## config.mk

```make
export PLATFORM = sky130hd
export DESIGN_NAME = svreal_mac_mod
export DESIGN_NICKNAME = d
export VERILOG_FILES = /design/src/rtl/svreal_mac_mod.sv
export SDC_FILE = /design/constraint.sdc
export NUM_CORES = 1
export LEC_CHECK = 0
export CAP_MARGIN = 15
export CORE_MARGIN = 3
export CORE_UTILIZATION = 40
export DETAILED_ROUTE_END_ITERATION = 16
export SLEW_MARGIN = 20
export SYNTH_ARGS = -nofsm -noshare
export SYNTH_HDL_FRONTEND = slang
export SYNTH_SLANG_ARGS = --single-unit
```

## constraint.sdc

```tcl
create_clock -name clk -period 10.48 [get_ports clk]
set_input_delay 1.048 -clock clk [delete_from_list [all_inputs] [get_ports clk]]
set_output_delay 1.048 -clock clk [all_outputs]
set_load 0.1 [all_outputs]
```

## src/rtl/svreal_mac_mod.sv

```systemverilog
// -----------------------------------------------------------------------------
// svreal_mac_mod
//   Pipelined fixed-point multiply-accumulate over svreal-format operands.
//   Each batch takes `len` valid (a, b) pairs, forms their dot product in a
//   guarded accumulator aligned to the output exponent, and emits one
//   registered svreal significand per batch.
//
//   Stage S1 registers the raw product. Between S1 and S2 the product is
//   shifted from exponent (a_exponent + b_exponent) to c_exponent and
//   clamped into the accumulator. Stage S2 accumulates and, on the last pair
//   of a batch, fits the sum into c_significand_width bits.
//
// Ports
//   clk, rst_n      : rising-edge clock, asynchronous active-low reset
//   cke             : clock enable; every register holds while low
//   clear           : synchronous batch abort (acts even when cke is low)
//   in_valid        : a/b pair valid this cycle
//   a_significand   : signed significand of a      (a_significand_width)
//   a_exponent      : signed exponent of a         (16, quasi-static)
//   b_significand   : signed significand of b      (b_significand_width)
//   b_exponent      : signed exponent of b         (16, quasi-static)
//   c_exponent      : signed exponent of result    (16, quasi-static)
//   c_significand   : registered signed result     (c_significand_width)
//   out_valid       : one-cycle result pulse
//   overflow        : overflow qualifier for the current result
// -----------------------------------------------------------------------------
module svreal_mac_mod #(
  parameter int a_significand_width = 8,
  parameter int b_significand_width = 8,
  parameter int c_significand_width = 16,
  parameter int guard_bits          = 4,
  parameter int len                 = 4,
  parameter bit saturate            = 1'b1
) (
  input  logic                                  clk,
  input  logic                                  rst_n,
  input  logic                                  cke,
  input  logic                                  clear,
  input  logic                                  in_valid,
  input  logic signed [a_significand_width-1:0] a_significand,
  input  logic signed [15:0]                    a_exponent,
  input  logic signed [b_significand_width-1:0] b_significand,
  input  logic signed [15:0]                    b_exponent,
  input  logic signed [15:0]                    c_exponent,
  output logic signed [c_significand_width-1:0] c_significand,
  output logic                                  out_valid,
  output logic                                  overflow
);

  localparam int P_W    = a_significand_width + b_significand_width;
  localparam int C_W    = c_significand_width;
  localparam int ACC_W  = c_significand_width + guard_bits;
  // Wide enough to hold the product shifted left by up to ACC_W without loss.
  localparam int WIDE_W = ACC_W + P_W + 1;
  localparam int CNT_W  = (len > 1) ? $clog2(len) : 1;

  // State
  logic signed [P_W-1:0]   p_q,         p_d;
  logic                    p_valid_q,   p_valid_d;
  logic [CNT_W-1:0]        cnt_q,       cnt_d;
  logic signed [ACC_W-1:0] acc_q,       acc_d;
  logic                    sticky_q,    sticky_d;
  logic signed [C_W-1:0]   c_sig_q,     c_sig_d;
  logic                    out_valid_q, out_valid_d;
  logic                    overflow_q,  overflow_d;

  // Alignment
  logic signed [17:0]       shift_s;
  logic [17:0]              shift_r;
  logic                     big_shift;
  logic signed [WIDE_W-1:0] p_wide;
  logic signed [WIDE_W-1:0] shifted;
  logic                     acc_fits;
  logic signed [ACC_W-1:0]  aligned;
  logic                     aligned_ovf;

  // Accumulate and output fit
  logic                    first_pair;
  logic                    batch_end;
  logic signed [ACC_W:0]   sum_wide;
  logic                    sum_ovf;
  logic signed [ACC_W-1:0] sum_sat;
  logic                    fit_ovf;
  logic signed [C_W-1:0]   fit_val;
  logic                    pair_ovf;

  // Exponent difference: 18 bits cover the full range of a + b - c.
  assign shift_s = {{2{a_exponent[15]}}, a_exponent}
                 + {{2{b_exponent[15]}}, b_exponent}
                 - {{2{c_exponent[15]}}, c_exponent};

  always_comb begin
    // NOTE: every signal written here gets a default first so no latch is inferred.
    p_wide    = {{(WIDE_W-P_W){p_q[P_W-1]}}, p_q};
    shift_r   = '0;
    big_shift = 1'b0;
    shifted   = p_wide;
    if (!shift_s[17]) begin
      // Any left shift past ACC_W cannot fit unless the product is zero.
      if (shift_s > $signed(18'(ACC_W))) big_shift = 1'b1;
      else                               shifted   = p_wide <<< shift_s;
    end else begin
      shift_r = -shift_s;
      // Arithmetic right shift floors toward -inf; far shifts leave only sign.
      if (shift_r >= 18'(WIDE_W)) shifted = {WIDE_W{p_q[P_W-1]}};
      else                        shifted = p_wide >>> shift_r;
    end
    acc_fits    = (&shifted[WIDE_W-1:ACC_W-1]) | ~(|shifted[WIDE_W-1:ACC_W-1]);
    aligned_ovf = big_shift ? (p_q != '0) : ~acc_fits;
    aligned     = aligned_ovf ? {p_q[P_W-1], {(ACC_W-1){~p_q[P_W-1]}}}
                              : shifted[ACC_W-1:0];
  end

  always_comb begin
    first_pair = (cnt_q == '0);
    batch_end  = p_valid_q && (cnt_q == CNT_W'(len - 1));

    // One bit wider than acc so a single add can never wrap silently.
    sum_wide = first_pair ? {aligned[ACC_W-1], aligned}
                          : {acc_q[ACC_W-1], acc_q} + {aligned[ACC_W-1], aligned};
    sum_ovf  = sum_wide[ACC_W] ^ sum_wide[ACC_W-1];
    sum_sat  = sum_ovf ? {sum_wide[ACC_W], {(ACC_W-1){~sum_wide[ACC_W]}}}
                       : sum_wide[ACC_W-1:0];

    fit_ovf  = ~((&sum_sat[ACC_W-1:C_W-1]) | ~(|sum_sat[ACC_W-1:C_W-1]));
    if (fit_ovf && saturate) fit_val = {sum_sat[ACC_W-1], {(C_W-1){~sum_sat[ACC_W-1]}}};
    else                     fit_val = sum_sat[C_W-1:0];

    pair_ovf = aligned_ovf | sum_ovf;
  end

  always_comb begin
    p_d         = p_q;
    p_valid_d   = p_valid_q;
    cnt_d       = cnt_q;
    acc_d       = acc_q;
    sticky_d    = sticky_q;
    c_sig_d     = c_sig_q;
    out_valid_d = out_valid_q;
    overflow_d  = overflow_q;

    if (clear) begin
      // Abort wins over cke and batch end; the last result stays visible.
      p_valid_d   = 1'b0;
      cnt_d       = '0;
      acc_d       = '0;
      sticky_d    = 1'b0;
      out_valid_d = 1'b0;
    end else if (cke) begin
      p_d         = P_W'(a_significand) * P_W'(b_significand);
      p_valid_d   = in_valid;
      out_valid_d = 1'b0;
      if (p_valid_q) begin
        acc_d    = sum_sat;
        // The flag restarts on the first pair of each batch.
        sticky_d = (first_pair ? 1'b0 : sticky_q) | pair_ovf;
        if (batch_end) begin
          cnt_d       = '0;
          sticky_d    = 1'b0;
          c_sig_d     = fit_val;
          out_valid_d = 1'b1;
          overflow_d  = (first_pair ? 1'b0 : sticky_q) | pair_ovf | fit_ovf;
        end else begin
          cnt_d = cnt_q + CNT_W'(1);
        end
      end
    end
  end

  always_ff @(posedge clk or negedge rst_n) begin
    // NOTE: clocked state uses non-blocking assignments so every flop samples pre-edge values.
    if (!rst_n) begin
      p_q         <= '0;
      p_valid_q   <= 1'b0;
      cnt_q       <= '0;
      acc_q       <= '0;
      sticky_q    <= 1'b0;
      c_sig_q     <= '0;
      out_valid_q <= 1'b0;
      overflow_q  <= 1'b0;
    end else begin
      p_q         <= p_d;
      p_valid_q   <= p_valid_d;
      cnt_q       <= cnt_d;
      acc_q       <= acc_d;
      sticky_q    <= sticky_d;
      c_sig_q     <= c_sig_d;
      out_valid_q <= out_valid_d;
      overflow_q  <= overflow_d;
    end
  end

  assign c_significand = c_sig_q;
  assign out_valid     = out_valid_q;
  assign overflow      = overflow_q;

endmodule

```

Word-level counts from Yosys, hierarchy flattened:

Index checks and enable logic that the tools add are counted.

* register bits: 58
* word-level logic and storage cells: 73
* output and inout port bits: 18
* input bits: 69

* bitwise gates (word level): 14
* reduce and logical (&&, ||, !) cells: 12
* mux-type cells: 28
* $lt $le $gt $ge: 2
* add/subtract/negate cells: 5
* multiply operators: 1
* shift-type cells: 2
* equal/unequal tests: 1

Operators with widths (number)
* $mux W37: 3
* $mux W20: 5
* $sshl A16 B18 Y37: 1
* $sshr A16 B18 Y37: 1
* $add A20 B20 Y21: 1
* $mux W21: 1
* $ge A18 B6 Y1 const B: 1
* $gt A18 B6 Y1 const B: 1
* $neg A18 Y18: 1
* $reduce_and A18 Y1: 1
* $reduce_or A18 Y1: 1
* $sub A17 B16 Y18: 1
* $add A16 B16 Y17: 1
* $mul A8 B8 Y16: 1
* $mux W16: 1
* $reduce_bool A16 Y1: 1
* $mux W1: 14
* $mux W2: 4
* $not A1 Y1: 8
* $or A1 B1 Y1: 5
* $reduce_and A5 Y1: 1
* $reduce_or A5 Y1: 1
* $reduce_and A2 Y1: 2
* $reduce_and A4 Y1: 1
* other kinds (6): 7

Longest topological paths before layout:

* word-level depth: 21
* mapped depth: 43
* mapped depth without buffers: 40

Least setup slack after synthesis:

OpenSTA, ideal clock, no wires.

* kind: in2reg
* start: input port a_exponent[1]
* end: register c_sig_q[0] (netlist: c_significand[0])
* data arrival time: 9356 ps
* stages on the path: 37
* setup time: 130 ps
* slack: 993 ps
* data required time: 10350 ps
* buffers on the path: 6
* cells stage by stage: fa_1 > fa_1 > clkbuf_1 > buf_2 > buf_4 > mux4_2 > mux2i_1 > nand4_1 > a211oi_1 > o21ai_0 > and4b_1 > a211o_1 > a21oi_1 > clkbuf_1 > a211oi_1 > inv_1 > ha_1 > a21o_1 > a21oi_1 > o21bai_1 > a211oi_1 > nor3_1 > nor4_1 > o21ai_0 > a31o_2 > nand2_1 > nand2_1 > a21oi_1 > xnor2_1 > mux2_2 > ha_1 > or2_2 > buf_2 > o221a_2 > o31ai_4 > buf_4 > o211ai_2

* cells in the longest elaborated chain, start to end: 20
* elaborated cells on any way between the ends: 30
* those cells by class: add/sub (4); order compare (2); shift (2); mux (10); bitwise (8); reduce/logical (4)

Ends and longest elaborated chain
* start: declaration: RTL line 41 `input logic signed [15:0] a_exponent,`
* $add A16 B16 Y17 (*): RTL line 89 `+ {{2{b_exponent[15]}}, b_exponent}`
* $sub A17 B16 Y18 (*): RTL line 90 `- {{2{c_exponent[15]}}, c_exponent};`
* $neg A18 Y18: RTL line 103 `shift_r = -shift_s;`
* $ge A18 B6 Y1 / $sshr A16 B18 Y37 (equally long branches): RTL line 105, 106
* $mux W37: RTL line 105 `if (shift_r >= 18'(WIDE_W)) shifted = {WIDE_W{p_q[P_W-1]}};`
* $mux W37: RTL line 98 `if (!shift_s[17]) begin`
* $reduce_or A18 Y1: RTL line 108 `acc_fits = (&shifted[WIDE_W-1:ACC_W-1]) | ~(|shifted[WIDE_W-1:ACC_W-1]);`
* $not A1 Y1: RTL line 108
* [4 not listed]
* $add A20 B20 Y21: RTL line 120 `: {acc_q[ACC_W-1], acc_q} + {aligned[ACC_W-1], aligned};`
* $mux W21 (*): RTL line 119 `sum_wide = first_pair ? {aligned[ACC_W-1], aligned}`
* $xor A1 B1 Y1 / $not A1 Y1 (equally long branches): RTL line 121, 122
* $mux W20 (*): RTL line 122 `sum_sat = sum_ovf ? {sum_wide[ACC_W], {(ACC_W-1){~sum_wide[ACC_W]}}}`
* $reduce_or A5 Y1: RTL line 125 `fit_ovf = ~((&sum_sat[ACC_W-1:C_W-1]) | ~(|sum_sat[ACC_W-1:C_W-1]));`
* $not A1 Y1: RTL line 125
* $or A1 B1 Y1: RTL line 125
* $mux W16 (*): RTL line 126 `if (fit_ovf && saturate) fit_val = {sum_sat[ACC_W-1], {(C_W-1){~sum_sat[ACC_W-1]}}};`
* end signal: assignment: RTL line 187 `c_sig_q <= c_sig_d;`
* end: declaration: RTL line 63 `logic signed [C_W-1:0] c_sig_q, c_sig_d;`

Mark *: on every way between the ends. The rest lies on a longest branch, timed or not.
A chain may end at the register's enable or synchronous reset.

Worst setup path in the final report:

* start: input port c_exponent[1]
* end: register c_sig_q[7] (netlist: c_significand[7])

* cells in the longest elaborated chain, start to end: 19
* elaborated cells on any way between the ends: 29
* those cells by class: add/sub (3); order compare (2); shift (2); mux (10); bitwise (8); reduce/logical (4)

Ends and longest elaborated chain
* start: declaration: RTL line 44 `input logic signed [15:0] c_exponent,`
* $sub A17 B16 Y18 (*): RTL line 90
* $neg A18 Y18: RTL line 103
* $ge A18 B6 Y1 / $sshr A16 B18 Y37 (equally long branches): RTL line 105, 106
* $mux W37: RTL line 105
* $mux W37: RTL line 98
* $reduce_or A18 Y1: RTL line 108
* $not A1 Y1: RTL line 108
* $or A1 B1 Y1: RTL line 108
* [3 not listed]
* $add A20 B20 Y21: RTL line 120
* $mux W21 (*): RTL line 119
* $xor A1 B1 Y1 / $not A1 Y1 (equally long branches): RTL line 121, 122
* $mux W20 (*): RTL line 122
* $reduce_or A5 Y1: RTL line 125
* $not A1 Y1: RTL line 125
* $or A1 B1 Y1: RTL line 125
* $mux W16 (*): RTL line 126

Marked as above.

==> key figures <==
Logic synthesis
  – Largest family of logic cells by synthesized area: compound AO/OA/AOI/OAI gates
  – Compound-gate portion of the synthesized area: 0.247
  – YS warnings: 0
  – Top FF cell, synth: dfrtp_1
  – Syn Std Cell Area: between 0.01 and 0.015 mm^2
  – Sequential area share after synthesis: 0.128
  – Syn avg cell area: 8.09 um^2
  – Number of synthesized flops with an enable pin: 0
  – Post-Synthesis Cells: about 1.4k
  – Asr flop ratio synth: 1.00
  – Simple-gate share of the synthesized area: 0.216
  – Yosys reg bits: 58
  – Multiplexer share of the synthesized area: 0.0865
  – Yosys cell types: 99
  – Post-synthesis net count: 1611
  – Synth Area in XOR/XNOR: 0.0372
  – Adder-cell area share of the yosys netlist: 0.208

Placement
  – Number of cells after detailed placement: 1867
  – Place WS: -0.147 ns
  – GPL Wtd Cong: slightly below 1
  – PortBufs: 86
  – Hpwl dp: 27600 um

Die
  – Die Width: about 170 um
  – Initial Utilization: 0.414
  – Core area: 0.0273 mm^2
  – Ports: 87
  – Die area: 0.0303 mm^2
  – Die height: ~170 um
  – Cell Rows: 60

Setup path
  – Data arrival time of the worst path: 10.19 ns
  – Critical path's slowest cell: nor2_1
  – Worst R2R Path Depth: 31
  – Kind of critical path: primary input to flop
  – Setup crit end kind: flop
  – RR Endpoint: c_significand[7]$_DFFE_PN0P_
  – Worst R2R Setup Slack: about 2.3 ns
  – CP max stage delay: around 0.55 ns
  – Most common cell on crit path: buf_4
  – Worst r2r src: p_q[12]$_DFFE_PN0P_
  – Crit-path max FO: 15
  – Setup crit start kind: primary input
  – Data required, critical path: 10.71 ns

Final layout
  – FF/Latch Area: 0.00145 mm^2
  – Fin cells: 1885
  – Footprint of the multi-input gates: 0.00910 mm^2
  – P&R area growth vs syn: 19.1%
  – Fillers: between 2k and 3k
  – Ant diodes: 0
  – Fraction of layout cells with a size suffix above 1: 0.143
  – Layout Nets: 1722

STA
  – Clock Skew: 0.0164 ns
  – Final Max Slew Viols: 0
  – Fmax: about 100 MHz
  – Slew @ Worst Pin: 0.996 ns
  – Final worst setup slack: 0.514 ns
  – Fin Setup TNS: 0 ns
  – Fin Hold WS: 0.472 ns
  – Fin crit share: 0.951
  – Post-route minimum period: 9.97 ns
  – Final hold vios: 0
  – Relative slew slack: 0.334
  – Setup-failing EPs final: 0

Global route
  – Vias in the first global route: 10.9k
  – First-pass GRT wire length: 57500 um
  – GRT Resource Usage Total: 0.227
  – Largest net degree at the start of global routing: 59
  – Initial antenna violation count: 0
  – GR Overflow Total: 0

Run status
  – Status: finished clean

Clocking
  – CTS H-tree lvls: 3
  – CTS root buffer: clkbuf_16
  – Worst skew pair latency: around 0.34 ns
  – CTS sink cnt: 58
  – Clock Path Buffers: 2
  – Worst-path clk slew: 0.06 ns
  – Num CTS Buffers: 9
  – TritonCTS clock tree: done

Hold path
  – Hold WC Path Type: flop to flop
  – Hold EP: sticky_q$_DFFE_PN0P_
  – WHS Path Cells: 2
  – Hold Startpoint: sticky_q$_DFFE_PN0P_

Detailed routing
  – WL final: 34900 um
  – Post-route ant nets: 0
  – Routed via count: 11.2k
  – DR pass1 iterations: 5
  – Drt wl/cell: 18.5 um
  – DRC Markers: 0
  – Vias per cell: 5.92
  – Iter 0 DRT Violations: 985

Pwr
  – Static leakage: 5.84 nW
  – P per Cell Area: ~240 mW/mm^2
  – VDD IR max: around 0.10 mV

Job
  – MaxCap Viol Count: 0
## per-layer routing
layer	part of all wire	vias up	global-route usage
met1	0.45	5392	0.312
met4	0.026	0	0.0667
met2	0.46	426	0.377
met3	0.063	66	0.0266
li1	-	5277	-
met5	0	-	0
## layout by cell type (no fill, tap or decap), types with 19 or more instances in the layout
cell type        netlist  layout
nand2_1              153     153
a21oi_1               62      60
nand2b_1              23      23
ha_1                  73      71
buf_4                  3      97
o211ai_1              22      22
dfrtp_1               58      58
xnor2_1               38      37
nand3_1               29      29
fa_1                  72      71
nor2_1                81      81
nor3_1                24      24
clkdlybuf4s50_1        0      85
and2_1                51      51
a211oi_1              22      21
o21ai_0               71      68
inv_1                128     128
mux4_2                19      19
mux2i_1               47      46
## cell usage after synthesis, types with 11 or more instances
cell      number  area [um^2]
fa_1          72         1440
o21ai_0       71          355
nor2_1        81          304
a211oi_1      22          165
nand2_1      153          574
ha_1          73          913
or3_1         11         68.8
o21ai_1       11         55.1
mux2i_1       47          470
inv_1        128          480
nor3_1        24          120
nor4_1        18          113
nand4_1       14         87.6
mux4_2        19          428
and2_1        51          319
a21oi_1       62          310
o211ai_1      22          165
o21bai_1      14          105
dfrtp_1       58         1450
a21o_1        15          113
clkbuf_1      54          203
nor2b_1       11         68.8
nand2b_1      23          144
o21a_1        11         82.6
buf_2         20          100
o221ai_1      11         96.3
and3_1        14         87.6
a31oi_1       16          100
nand3_1       29          145
xnor2_1       38          333
## how the worst max path moves through the flow
stage	start	endpoint	slack [ns]
final	c_exponent[1]	c_significand[7]$_DFFE_PN0P_	0.51
after global placement	c_exponent[1]	c_significand[1]$_DFFE_PN0P_	0.03
after CTS	c_exponent[1]	c_significand[7]$_DFFE_PN0P_	0.19
after detailed placement	c_exponent[1]	c_significand[7]$_DFFE_PN0P_	-0.15
after global routing	a_exponent[2]	c_significand[1]$_DFFE_PN0P_	-0.02
after floorplan	a_exponent[1]	c_significand[0]$_DFFE_PN0P_	0.99
## logic make-up (layout without fill, tap and decap cells)
| family | count (synthesis) | in the layout |
|---|---|---|
| mux | 73 | 73 |
| flops | 58 | 58 |
| simple gates | 476 | 476 |
| buf+inv | 215 | 331 |
| fa+ha+maj | 145 | 145 |
| xor+xnor | 48 | 48 |
| compound gates | 382 | 382 |
## critical path, delay by kind of cell
family,cells,cell delay (ns)
buffers and inverters,7,1.44
AO/OA/AOI/OAI,14,3.52
adder cells (fa/ha/maj),4,1.41
AND/OR/NAND/NOR,10,2.41
multiplexers,1,0.30
## metrics by stage
stage / area, um^2 / utilization / power, mW
2_1_floorplan: 11300 / - / 2.08
4_1_cts: 13300 / 0.488 / 3.18
5_1_grt: 13500 / 0.492 / 3.50
3_5_place_dp: 13000 / 0.477 / 2.86
6_report: 13500 / 0.492 / 3.22
3_3_place_gp: 13000 / 0.477 / 2.85
## registers in the layout, indices dropped and copies added (netlist names)
register and flops:
p_valid_q 1, c_significand 16, p_q 16, overflow 1, cnt_q 2, out_valid 1
sticky_q 1, acc_q 20
## power by group
| part | switching (mW) | internal (mW) | leakage, nW |
|---|---|---|---|
| registers | 0.0967 | 0.259 | 0.778 |
| clock network | 0.115 | 0.190 | 0.141 |
| logic | 1.48 | 1.08 | 4.92 |
## cell type report
cell class | instances | area share
multi-input cells | 1124 | 0.676
inverters | 128 | 0.0357
flip-flops and latches | 58 | 0.108
clock inverters | 6 | 0.00493
clock buffers | 10 | 0.0178
well taps | 372 | 0.0346
repair buffers | 187 | 0.123
## timing repair
action,in CTS,in global routing
buffers inserted,0,2
gates resized for setup,0,23
endpoints found under the hold margin,0,0
endpoints found under the setup margin,0,35
hold buffers,0,0
Note: power is estimated with default switching activity, not from simulation.
